### src/rtl/trace_drain_pkg.sv
// Shared definitions for the trace drain: frame marker, FSM states and
// the payload word-count helper.
package trace_drain_pkg;

  localparam logic [7:0] SYNC_MARKER = 8'hA5;

  typedef enum logic [2:0] {
    IDLE,
    REQ,
    CAPTURE,
    HDR,
    PAY
  } drain_state_t;

  // Payload words needed to carry one trace element (ceiling division).
  function automatic int calc_n_words(input int trace_w, input int word_w);
    return (trace_w + word_w - 1) / word_w;
  endfunction

endpackage

### src/rtl/trace_word_serialiser.sv
// Holds one captured trace element and presents it least-significant word
// first, with a word counter that flags the final payload word.
module trace_word_serialiser
  import trace_drain_pkg::*;
#(
  parameter int TRACE_WIDTH = 64,
  parameter int WORD_WIDTH  = 32
) (
  input  logic                   clk,
  input  logic                   rst,
  input  logic                   load,
  input  logic                   clear,
  input  logic                   shift,
  input  logic [TRACE_WIDTH-1:0] din,
  output logic [WORD_WIDTH-1:0]  word,
  output logic                   last
);

  localparam int N_WORDS = calc_n_words(TRACE_WIDTH, WORD_WIDTH);
  localparam int SR_W    = N_WORDS * WORD_WIDTH;
  localparam int CNT_W   = (N_WORDS > 1) ? $clog2(N_WORDS) : 1;
  localparam logic [CNT_W-1:0] LAST_IDX = CNT_W'(N_WORDS - 1);

  logic [SR_W-1:0]  sr;
  logic [CNT_W-1:0] cnt;

  // Load zero-padded element, shift out one word per accepted payload beat.
  always_ff @(posedge clk) begin
    if (!rst) begin
      sr  <= '0;
      cnt <= '0;
    end else begin
      if (load) begin
        sr <= SR_W'(din);
      end else if (shift) begin
        sr <= sr >> WORD_WIDTH;
      end
      if (clear) begin
        cnt <= '0;
      end else if (shift && !last) begin
        cnt <= cnt + CNT_W'(1);
      end
    end
  end

  assign word = sr[WORD_WIDTH-1:0];
  assign last = (cnt == LAST_IDX);

endmodule

### src/rtl/trace_drain.sv
// Reader-side companion to the trace buffer: pops one element at a time
// and streams it as a header word plus payload words on valid/ready.
module trace_drain
  import trace_drain_pkg::*;
#(
  parameter type trace_output = int,
  parameter int  TRACE_WIDTH  = $bits(trace_output),
  parameter int  WORD_WIDTH   = 32
) (
  input  logic                   clk,
  input  logic                   rst,
  input  logic                   enable,
  input  logic                   data_present,
  input  logic [TRACE_WIDTH-1:0] trace_element_in,
  output logic                   data_request,
  output logic                   out_valid,
  input  logic                   out_ready,
  output logic [WORD_WIDTH-1:0]  out_data,
  output logic                   out_last,
  output logic                   busy
);

  localparam int SEQ_W = WORD_WIDTH - 8;

  drain_state_t          state;
  logic [SEQ_W-1:0]      seq;
  logic [WORD_WIDTH-1:0] pay_word;
  logic                  pay_last;
  logic                  load;
  logic                  hdr_fire;
  logic                  pay_fire;

  assign load     = (state == CAPTURE);
  assign hdr_fire = (state == HDR) && out_ready;
  assign pay_fire = (state == PAY) && out_ready;

  trace_word_serialiser #(
    .TRACE_WIDTH (TRACE_WIDTH),
    .WORD_WIDTH  (WORD_WIDTH)
  ) u_ser (
    .clk   (clk),
    .rst   (rst),
    .load  (load),
    .clear (hdr_fire),
    .shift (pay_fire),
    .din   (trace_element_in),
    .word  (pay_word),
    .last  (pay_last)
  );

  // Frame sequencer: pop, capture, header, payload; control outputs registered.
  always_ff @(posedge clk) begin
    if (!rst) begin
      state        <= IDLE;
      data_request <= 1'b0;
      out_valid    <= 1'b0;
      busy         <= 1'b0;
      seq          <= '0;
    end else begin
      case (state)
        IDLE: begin
          if (enable && data_present) begin
            state        <= REQ;
            data_request <= 1'b1;
            busy         <= 1'b1;
          end
        end
        REQ: begin
          state        <= CAPTURE;
          data_request <= 1'b0;
        end
        CAPTURE: begin
          state     <= HDR;
          out_valid <= 1'b1;
        end
        HDR: begin
          if (out_ready) begin
            state <= PAY;
          end
        end
        PAY: begin
          if (out_ready && pay_last) begin
            state     <= IDLE;
            out_valid <= 1'b0;
            busy      <= 1'b0;
            seq       <= seq + SEQ_W'(1);
          end
        end
        default: begin
          state        <= IDLE;
          data_request <= 1'b0;
          out_valid    <= 1'b0;
          busy         <= 1'b0;
        end
      endcase
    end
  end

  // Word mux: header in HDR, serialiser low word in PAY, zero otherwise.
  always_comb begin
    out_data = '0;
    out_last = 1'b0;
    case (state)
      HDR: out_data = {SYNC_MARKER, seq};
      PAY: begin
        out_data = pay_word;
        out_last = pay_last;
      end
      default: ;
    endcase
  end

endmodule

### config.mk
export PLATFORM = sky130hd
export DESIGN_NAME = trace_drain
export DESIGN_NICKNAME = d
export VERILOG_FILES = /design/src/rtl/trace_drain_pkg.sv /design/src/rtl/trace_word_serialiser.sv /design/src/rtl/trace_drain.sv
export SDC_FILE = /design/constraint.sdc
export NUM_CORES = 1
export LEC_CHECK = 0
export CAP_MARGIN = 20
export CORE_MARGIN = 3
export CORE_UTILIZATION = 55
export DETAILED_ROUTE_END_ITERATION = 6
export PLACE_DENSITY = 0.95
export SYNTH_ARGS = -nofsm -noshare
export SYNTH_HDL_FRONTEND = slang
export SYNTH_HIERARCHICAL = 1
export SYNTH_SLANG_ARGS = --single-unit
### constraint.sdc
create_clock -name clk -period 4.2 [get_ports clk]
set_input_delay 0.63 -clock clk [delete_from_list [all_inputs] [get_ports clk]]
set_output_delay 0.63 -clock clk [all_outputs]
set_load 0.005 [all_outputs]
Yosys cells after proc, flatten, opt, wreduce, memory -nomap -nowiden
Index checks and enable logic that the tools add are counted.
{"block": "classes", "reduce_logical": 16, "n_eq_ne": 7, "bitwise": 5, "muxes": 13, "add_sub_neg": 2}
{"op": "two-way mux 32 bit", "n": 2}
{"op": "one-hot mux 32 bit (2 select lines)", "n": 1}
{"op": "adder 24 x 1 -> 24 bit, second input constant", "n": 1}
{"op": "one-hot mux 3 bit (5 select lines)", "n": 1}
{"op": "two-way mux 3 bit", "n": 3}
{"op": "OR reduction 3 bit", "n": 3}
{"op": "== test 3 x 2 -> 1 bit, second input constant", "n": 2}
{"op": "one-hot mux 1 bit (3 select lines)", "n": 2}
{"op": "AND reduction 2 bit", "n": 3}
{"op": "AND reduction 3 bit", "n": 2}
{"op": "logical AND 1 bit", "n": 5}
{"op": "inverter 1 bit", "n": 5}
{"op": "inequality test 2 bit, second input constant", "n": 2}
{"op": "== test 3 x 1 -> 1 bit, second input constant", "n": 1}
{"op": "== test 3 bit, second input constant", "n": 1}
{"op": "logical NOT 3 bit", "n": 1}
{"op": "two-way mux 1 bit", "n": 3}
{"op": "inequality test 2 x 1 -> 1 bit, second input constant", "n": 1}
{"op": "one-hot mux 1 bit (2 select lines)", "n": 1}
{"op": "nonzero test 2 bit", "n": 1}
{"op": "OR reduction 2 bit", "n": 1}
{"op": "adder 1 bit, second input constant", "n": 1}
{"block": "totals", "output_inout_bits": 36, "input_bits": 37, "word_cells": 50, "reg_bits": 63}

Depth between registers and ports, before layout
Gate-level depths: netlist of run 1.
{"block": "depth", "ltp_word": 4, "ltp_mapped": 7, "ltp_nobuf": 5}

Cells and area by module
The synthesis of run 1 kept the hierarchy.
{"mod": "trace_drain", "instances": 1, "area_per_inst_um2": 1726.7, "cells_per_inst": 207}
{"mod": "trace_word_serialiser", "instances": 1, "area_per_inst_um2": 1647.8, "cells_per_inst": 146}

Worst setup path after synthesis of run 1
OpenSTA, ideal clock, no wires.
{"block": "synth_timing", "path_kind": "reg-to-output", "start": "register state[1]", "end": "output out_data[17]", "path_slack_ns": 2.163, "arrival_ns": 1.407, "n_path_buf": 2, "required_time_ns": 3.570, "path_stages_with_launch": 6, "cell_sequence": "dfxtp_1 -> nor2_1 -> and2_1 -> clkbuf_1 -> buf_1 -> a22o_1"}
{"block": "synth_via", "elab_chain_len": 2, "elab_cells_between_ends": 3}
{"element": "from (decl)", "line_no": "trace_drain.sv:25", "rtl": "drain_state_t state;"}
{"element": "from (signal assigned)", "line_no": "trace_drain.sv:54", "rtl": "state <= IDLE;"}
{"element": "from (signal assigned)", "line_no": "trace_drain.sv:63", "rtl": "state <= REQ;"}
{"element": "from (signal assigned)", "line_no": "trace_drain.sv:69", "rtl": "state <= CAPTURE;"}
{"element": "== test 3 bit or == test 3 x 2 -> 1 bit (tied branches)", "line_no": "trace_drain.sv:103", "rtl": "case (state)"}
{"element": "one-hot mux 32 bit (2 select lines) (*)", "line_no": "trace_drain.sv:103"}
{"element": "to (decl)", "line_no": "trace_drain.sv:18", "rtl": "output logic [WORD_WIDTH-1:0] out_data,"}
Every way passes the cells marked *; elsewhere a longest branch is shown, timed or not.

Worst setup path after layout of run 1
{"block": "layout_timing", "start": "register state[2]", "end": "output out_data[15]"}
Same word-level chain as after synthesis.

==> results of run 1 <==
## cell usage after synthesis (2+ instances only)
master	instances
dfxtp_1	63
nand2b_1	32
nand3_2	30
o21ai_2	30
a22o_1	24
a21oi_1	17
nor2_1	16
nand3_1	12
clkbuf_1	10
nand2_1	10
o31ai_1	10
or4_1	10
buf_6	9
xnor2_1	9
and3_1	7
inv_1	6
a21o_1	4
buf_12	4
buf_4	4
nand4_1	4
nor3_1	4
nor4_1	4
o21ai_0	4
and2_1	3
and4_1	3
or3_1	3
buf_1	2
nor4b_1	2
o21ai_1	2
or3_4	2
## report_power, final
group / internal (mW) / leakage [nW] / switching (mW)
clock: 0.408 / 0.122 / 0.238
sequential: 0.620 / 0.511 / 0.0174
combinational: 0.0710 / 0.774 / 0.0773
total: 1.10 / 1.41 / 0.332
## layer usage
| metal | part of all wire [%] | track usage, % |
|---|---|---|
| met2 | 50 | 44.0 |
| met4 | 2.4 | 11.4 |
| met3 | 7.0 | 4.91 |
| met5 | 0 | 0 |
| met1 | 40 | 31.1 |
## cell families (layout without fill, tap and decap cells)
| kind of cell | count (synthesis) | in the layout |
|---|---|---|
| simple gates | 147 | 147 |
| compound gates | 96 | 96 |
| flops | 63 | 63 |
| buf+inv | 36 | 99 |
| xor+xnor | 9 | 9 |
| fa+ha+maj | 1 | 1 |
| mux | 1 | 1 |
## how the worst max path moves through the flow
stage	start	to	slack (ns)	cells past startpoint
after detailed placement	state[2]	out_data[15]	1.33	3
after CTS	state[2]	out_data[13]	0.94	3
after global routing	state[2]	out_data[1]	1.17	4
final	state[2]	out_data[15]	1.21	4
after floorplan	state[1]	out_data[17]	2.16	5
after global placement	state[2]	out_data[16]	1.40	3
## layout make-up
type | instances | area share, %
multi-input cells | 254 | 43.6
flip-flops and latches | 63 | 30.0
repair buffers | 77 | 18.0
clock buffers | 10 | 3.27
clock inverters | 6 | 2.56
well taps | 72 | 2.14
inverters | 6 | 0.535
## state kept, by name, summed over array words and instances (netlist names)
signal        flops
out_valid         1
state             3
u_ser/word       32
busy              1
u_ser/cnt         1
data_request      1
seq              24
## worst max-delay path: cells and delay by family (launching register included)
kind | cells | cell delay [ns]
buffers and inverters | 2 | 0.79
and+or+nand+nor | 1 | 0.58
AOI/OAI and AO/OA | 1 | 0.17
DFF | 1 | 0.46
## through the flow
stage / hold WS (ns) / setup WS (ns) / instance area, um2
after detailed placement: 0.466 / 1.33 / 3950
after global placement: 0.459 / 1.40 / 3950
final: 0.481 / 1.21 / 4210
after floorplan: 0.441 / 2.16 / 3370
after CTS: 0.477 / 0.941 / 4200
after global routing: 0.499 / 1.17 / 4210
## cell usage in the layout (no fill, tap or decap), types with 6 or more instances in the layout
cell type        Yosys  layout
inv_1                6       6
xnor2_1              9       9
clkbuf_8             0      10
nand2_1             10      10
or4_1               10      10
a22o_1              24      24
and3_1               7       7
a21oi_1             17      17
o31ai_1             10      10
nor2_1              16      16
o21ai_2             30      30
nand2b_1            32      32
dfxtp_1             63      63
nand3_1             12      12
nand3_2             30      30
clkdlybuf4s50_1      0      71
==> flow_metrics.py, run 1 <==
metrics = {
    "synth": {
        "synth_top_cell_area_share_pct": 37.4,
        "syn_nets": 391,
        "async_flop_share_pct": 0,
        "ys_ff_latch": 63,
        "yosys.area_share.simple_pct": 29.5,
        "syn-cell-area_um2": 3370,
        "synth_seq_area_share_pct": 37.4,
        "syn_area_per_cell_um2": 9.56,
        "ys_top_cells_by_area": "dfxtp_1, nand3_2, o21ai_2",
        "synthXorXnorAreaFrac_pct": 2.34,
        "yosysWarnings": 6,
        "ys_types": 43,
        "synth_top_family_by_area": "simple AND/OR/NAND/NOR gates",
        "synth_fa_ha_area_share_pct": 0.371,
        "synth_compound_area_share_pct": 21.7,
        "synth-edff-count": 0,
        "yosys.area.top_type": "dfxtp_1",
        "synth_cells": 353,
        "synthFlopType": "dfxtp_1",
        "synth.area.mux_share_pct": 0.297,
    },
    "placement": {
        "dp_hpwl_mm": 5.89,
        "port_buffers": 72,
        "placed_cells": 471,
        "gp_congestion": 0.883,
    },
    "sta": {
        "setup_viol": 0,
        "finalCritPeriodShare_pct": 71.1,
        "finClkSkew_ns": 0.00743,
        "relSlewSlack_pct": 39.3,
        "rsz0062_at_grt": "false",
        "fmax_mhz": 335,
        "setup_tns_ns": 0,
        "maxSlewViolCount": 0,
        "hold_violations": 0,
        "worst_pin_slew_ns": 0.910,
        "finalCriticalPeriod_ns": 2.99,
    },
    "floorplan": {
        "rows": 27,
        "die_w_um": 84.3,
        "fp.dieH_um": 84.3,
        "die-area_um2": 7110,
        "core_area_um2": 5710,
        "num_io_pins": 73,
        "floorplan.initialDensity_pct": 59.1,
    },
    "drt": {
        "antenna_left": 0,
        "vias": 3010,
        "wl_mm": 9.20,
        "drc": 0,
        "vias_per_cell": 6.17,
        "drtPass1Iterations": 5,
        "drt-initial-drc-count": 262,
        "avgRoutedWirePerCell_um": 18.8,
    },
    "final_layout": {
        "drive_gt1_share_pct": 20.7,
        "fill_cells": 409,
        "fin_cells": 488,
        "ff_latch_area_um2": 1260,
        "multi_input_area_um2": 1830,
        "nNetsFinal": 449,
        "syn_to_final_growth_pct": 24.8,
        "n_antenna_cell": 0,
        "post-route-util_pct": 73.7,
    },
    "critical_path": {
        "cp_max_fo": 20,
        "endpoint_kind": "primary output",
        "rrSetupSlack_ns": 1.62,
        "worst_ep_required_time_ns": 3.57,
        "worstReg2RegEnd": "seq[18]",
        "max_stage_delay_ns": 0.58,
        "critPathKind": "flip-flop to primary output",
        "worstPathCellList": "and3b_1 > buf_6 > a22o_1 > clkdlybuf4s50_1",
        "start_kind": "flip-flop",
        "reg2reg_depth": 4,
        "arrival_ns": 2.36,
        "reg2reg_from": "state[2]",
        "crit_slowest_cell": "and3b_1",
    },
    "global_route": {
        "grt_max_degree": 65,
        "first_global_vias": 2929,
        "grt_pass1_wl_mm": 14.6,
        "grt_use_total_pct": 25.6,
        "grt.overflow.total": 0,
        "grt_antenna_before_repair": 0,
    },
    "cts": {
        "cts.clk_slew.worst_paths_ns": 0.07,
        "cts_htree_levels": 3,
        "cts_tree": "built",
        "cts.sinks": 63,
        "clk_root_buffer_cell": "clkbuf_8",
        "cts_max_path_buffers": 2,
        "cts_resized": 0,
        "insertion_delay_ns": 0.34,
        "numCtsBuffers": 9,
        "post_cts_buffers": 0,
        "hold_buffers": 0,
    },
    "hold_path": {
        "hold_depth": 2,
        "min_from": "u_ser/word[31]",
        "hp-class": "flip-flop to flip-flop",
        "hold_path_end": "u_ser/word[31]",
    },
    "pwr": {
        "vdd.ir_drop.worst_uv": 262,
        "p_total_mw": 1.43,
        "p_per_area_nw_per_um2": 340,
        "power_leakage_nw": 1.41,
    },
    "status": {
        "outcome": "complete, no violations",
    },
    "job": {
        "drv_cap": 0,
    },
}
No activity file was read; power rests on OpenSTA's default activity.
==> run 2: changes to the inputs <==
--- a/config.mk
+++ b/config.mk
@@ -7,9 +7,9 @@
 export LEC_CHECK = 0
 export CAP_MARGIN = 20
 export CORE_MARGIN = 3
-export CORE_UTILIZATION = 55
+export CORE_UTILIZATION = 51
 export DETAILED_ROUTE_END_ITERATION = 6
-export PLACE_DENSITY = 0.95
+export PLACE_DENSITY = 0.91
 export SYNTH_ARGS = -nofsm -noshare
 export SYNTH_HDL_FRONTEND = slang
 export SYNTH_HIERARCHICAL = 1
==> constraint.sdc (replaced) <==
create_clock -name clk -period 2.95 [get_ports clk]
set_input_delay 0.4425 -clock clk [delete_from_list [all_inputs] [get_ports clk]]
set_output_delay 0.4425 -clock clk [all_outputs]
set_load 0.005 [all_outputs]
==> flow_metrics.py, run 2 (synthesis results as in run 1) <==
metrics = {
    "final_layout": {
        "syn_to_final_growth_pct": 23.1,
        "final_common_cell": "clkdlybuf4s50_1",
        "ff_latch_area_um2": 1260,
        "largest_reg_flops": 32,
        "drive_gt1_share_pct": 20.7,
        "multi_input_area_um2": 1840,
        "n_antenna_cell": 0,
        "fill_cells": 514,
        "mostFrequentLayoutCells": "clkdlybuf4s50_1, dfxtp_1, nand2b_1",
        "post-route-util_pct": 65.0,
        "nNetsFinal": 450,
    },
    "cts": {
        "clk_root_buffer_cell": "clkbuf_8",
        "hold_buffers": 0,
        "numCtsBuffers": 9,
        "cts_htree_levels": 3,
        "cts.clk_slew.worst_paths_ns": 0.06,
        "cts_tree": "built",
        "post_cts_buffers": 0,
        "cts_max_path_buffers": 2,
        "insertion_delay_ns": 0.33,
        "cts.sinks": 63,
    },
    "critical_path": {
        "critPathKind": "flip-flop to primary output",
        "worstPathCellList": "and3b_2 > a22o_1 > clkdlybuf4s50_1",
        "endpoint_kind": "primary output",
        "max_stage_delay_ns": 0.60,
        "cp_max_fo": 29,
        "critical_path_buf_inv_count": 1,
        "start_kind": "flip-flop",
        "arrival_ns": 2.16,
        "crit_slowest_cell": "and3b_2",
        "worst_ep_required_time_ns": 2.51,
        "cp_top_family": "simple AND/OR/NAND/NOR gates",
    },
    "floorplan": {
        "die-area_um2": 7630,
        "num_io_pins": 73,
        "rows": 29,
        "core_area_um2": 6390,
        "floorplan.initialDensity_pct": 52.8,
        "die_w_um": 87.3,
        "fp.dieH_um": 87.3,
    },
    "global_route": {
        "grt_antenna_before_repair": 0,
        "grt_max_degree": 65,
        "grt.overflow.total": 0,
        "grt_use_total_pct": 21.9,
        "first_global_vias": 2784,
        "grt_pass1_wl_mm": 13.4,
    },
    "pwr": {
        "p_switching_uw": 448,
        "seq_power_share_pct": 49.9,
        "swShare_pct": 24.7,
        "power_frac_comb_pct": 11.5,
        "vdd.ir_drop.worst_uv": 259,
        "p_per_area_nw_per_um2": 436,
        "p_int_mw": 1.36,
        "power_leakage_nw": 1.38,
        "clkPwrFrac_pct": 38.5,
    },
    "sta": {
        "finalCriticalPeriod_ns": 2.60,
        "relSlewSlack_pct": 53.2,
        "hold_violations": 0,
        "hold_ws_ns": 0.478,
        "finalCritPeriodShare_pct": 88.1,
        "finClkSkew_ns": 0.00916,
        "setup_tns_ns": 0,
        "fmax_mhz": 385,
        "maxSlewViolCount": 0,
        "setup_viol": 0,
        "worst_pin_slew_ns": 0.701,
        "rsz0062_at_grt": "false",
        "fin_ws_ns": 0.352,
    },
    "status": {
        "outcome": "complete, no violations",
    },
    "hold_path": {
        "hp-class": "flip-flop to flip-flop",
    },
    "drt": {
        "vias": 2915,
        "drt-initial-drc-count": 305,
        "antenna_left": 0,
        "wl_mm": 8.15,
        "drtPass1Iterations": 4,
        "avgRoutedWirePerCell_um": 16.5,
        "drc": 0,
        "vias_per_cell": 5.91,
    },
    "placement": {
        "dp_hpwl_mm": 5.57,
        "port_buffers": 72,
        "gp_congestion": 0.825,
        "dp_slack_ns": 0.373,
    },
    "job": {
        "drv_cap": 0,
    },
}
## run 2: through the flow
| step | cell area [um2] | total power [mW] | cells |
|---|---|---|---|
| 3_5_place_dp | 3980 | 1.13 | 478 |
| 3_3_place_gp | 3980 | 1.13 | 478 |
| 5_1_grt | 4150 | 1.88 | 493 |
| 6_report | 4150 | 1.81 | 493 |
| 4_1_cts | 4150 | 1.82 | 493 |
| 2_1_floorplan | 3370 | 1.07 | 353 |
## run 2: final cells by class
class,instances,share of cell area (%)
Tap cell,77,2.32
Clock inverter,5,1.20
Clock buffer,10,3.07
Timing Repair Buffer,78,18.3
Multi-Input combinational cell,254,44.2
Sequential cell,63,30.4
Inverter,6,0.542
## run 2: per-layer routing
metal	GRT usage, %	wire length (um)	vias to the layer above
met5	0	0	-
met4	7.95	81	0
met3	3.88	492	8
met2	34.6	4090	108
met1	29.9	3490	1392
li1	-	-	1407
## run 2: path summary, 6_finish.rpt
check	start	depth (start not counted)	endpoint	slack, ns
worst min-delay path	u_ser/word[31]	2	u_ser/word[31]	0.48
worst max-delay path	state[0]	3	out_data[15]	0.35
worst max register to register	state[2]	5	seq[22]	0.60
worst min register to register	u_ser/word[31]	2	u_ser/word[31]	0.48
## run 2: what timing repair did
item                                   CTS  global route
gates resized for setup                  1             0
setup endpoints to repair                8             0
endpoints found under the hold margin    0             0
## run 2: power by group through the flow
stage / Sequential (mW) / Clock [mW] / Combinational [mW]
after floorplan: 0.917 / 0 / 0.150
after global placement: 0.922 / 0 / 0.207
after detailed placement: 0.924 / 0 / 0.208
after CTS: 0.905 / 0.709 / 0.210
after global routing: 0.908 / 0.745 / 0.227
final: 0.905 / 0.698 / 0.209
## run 2: worst register-to-register path, cell delays in order (launching register included)
cell and delay (ns):
dfxtp_1 0.35, buf_4 0.20, or3b_1 0.54, or3_4 0.53, or4_1 0.52, a21oi_1 0.14
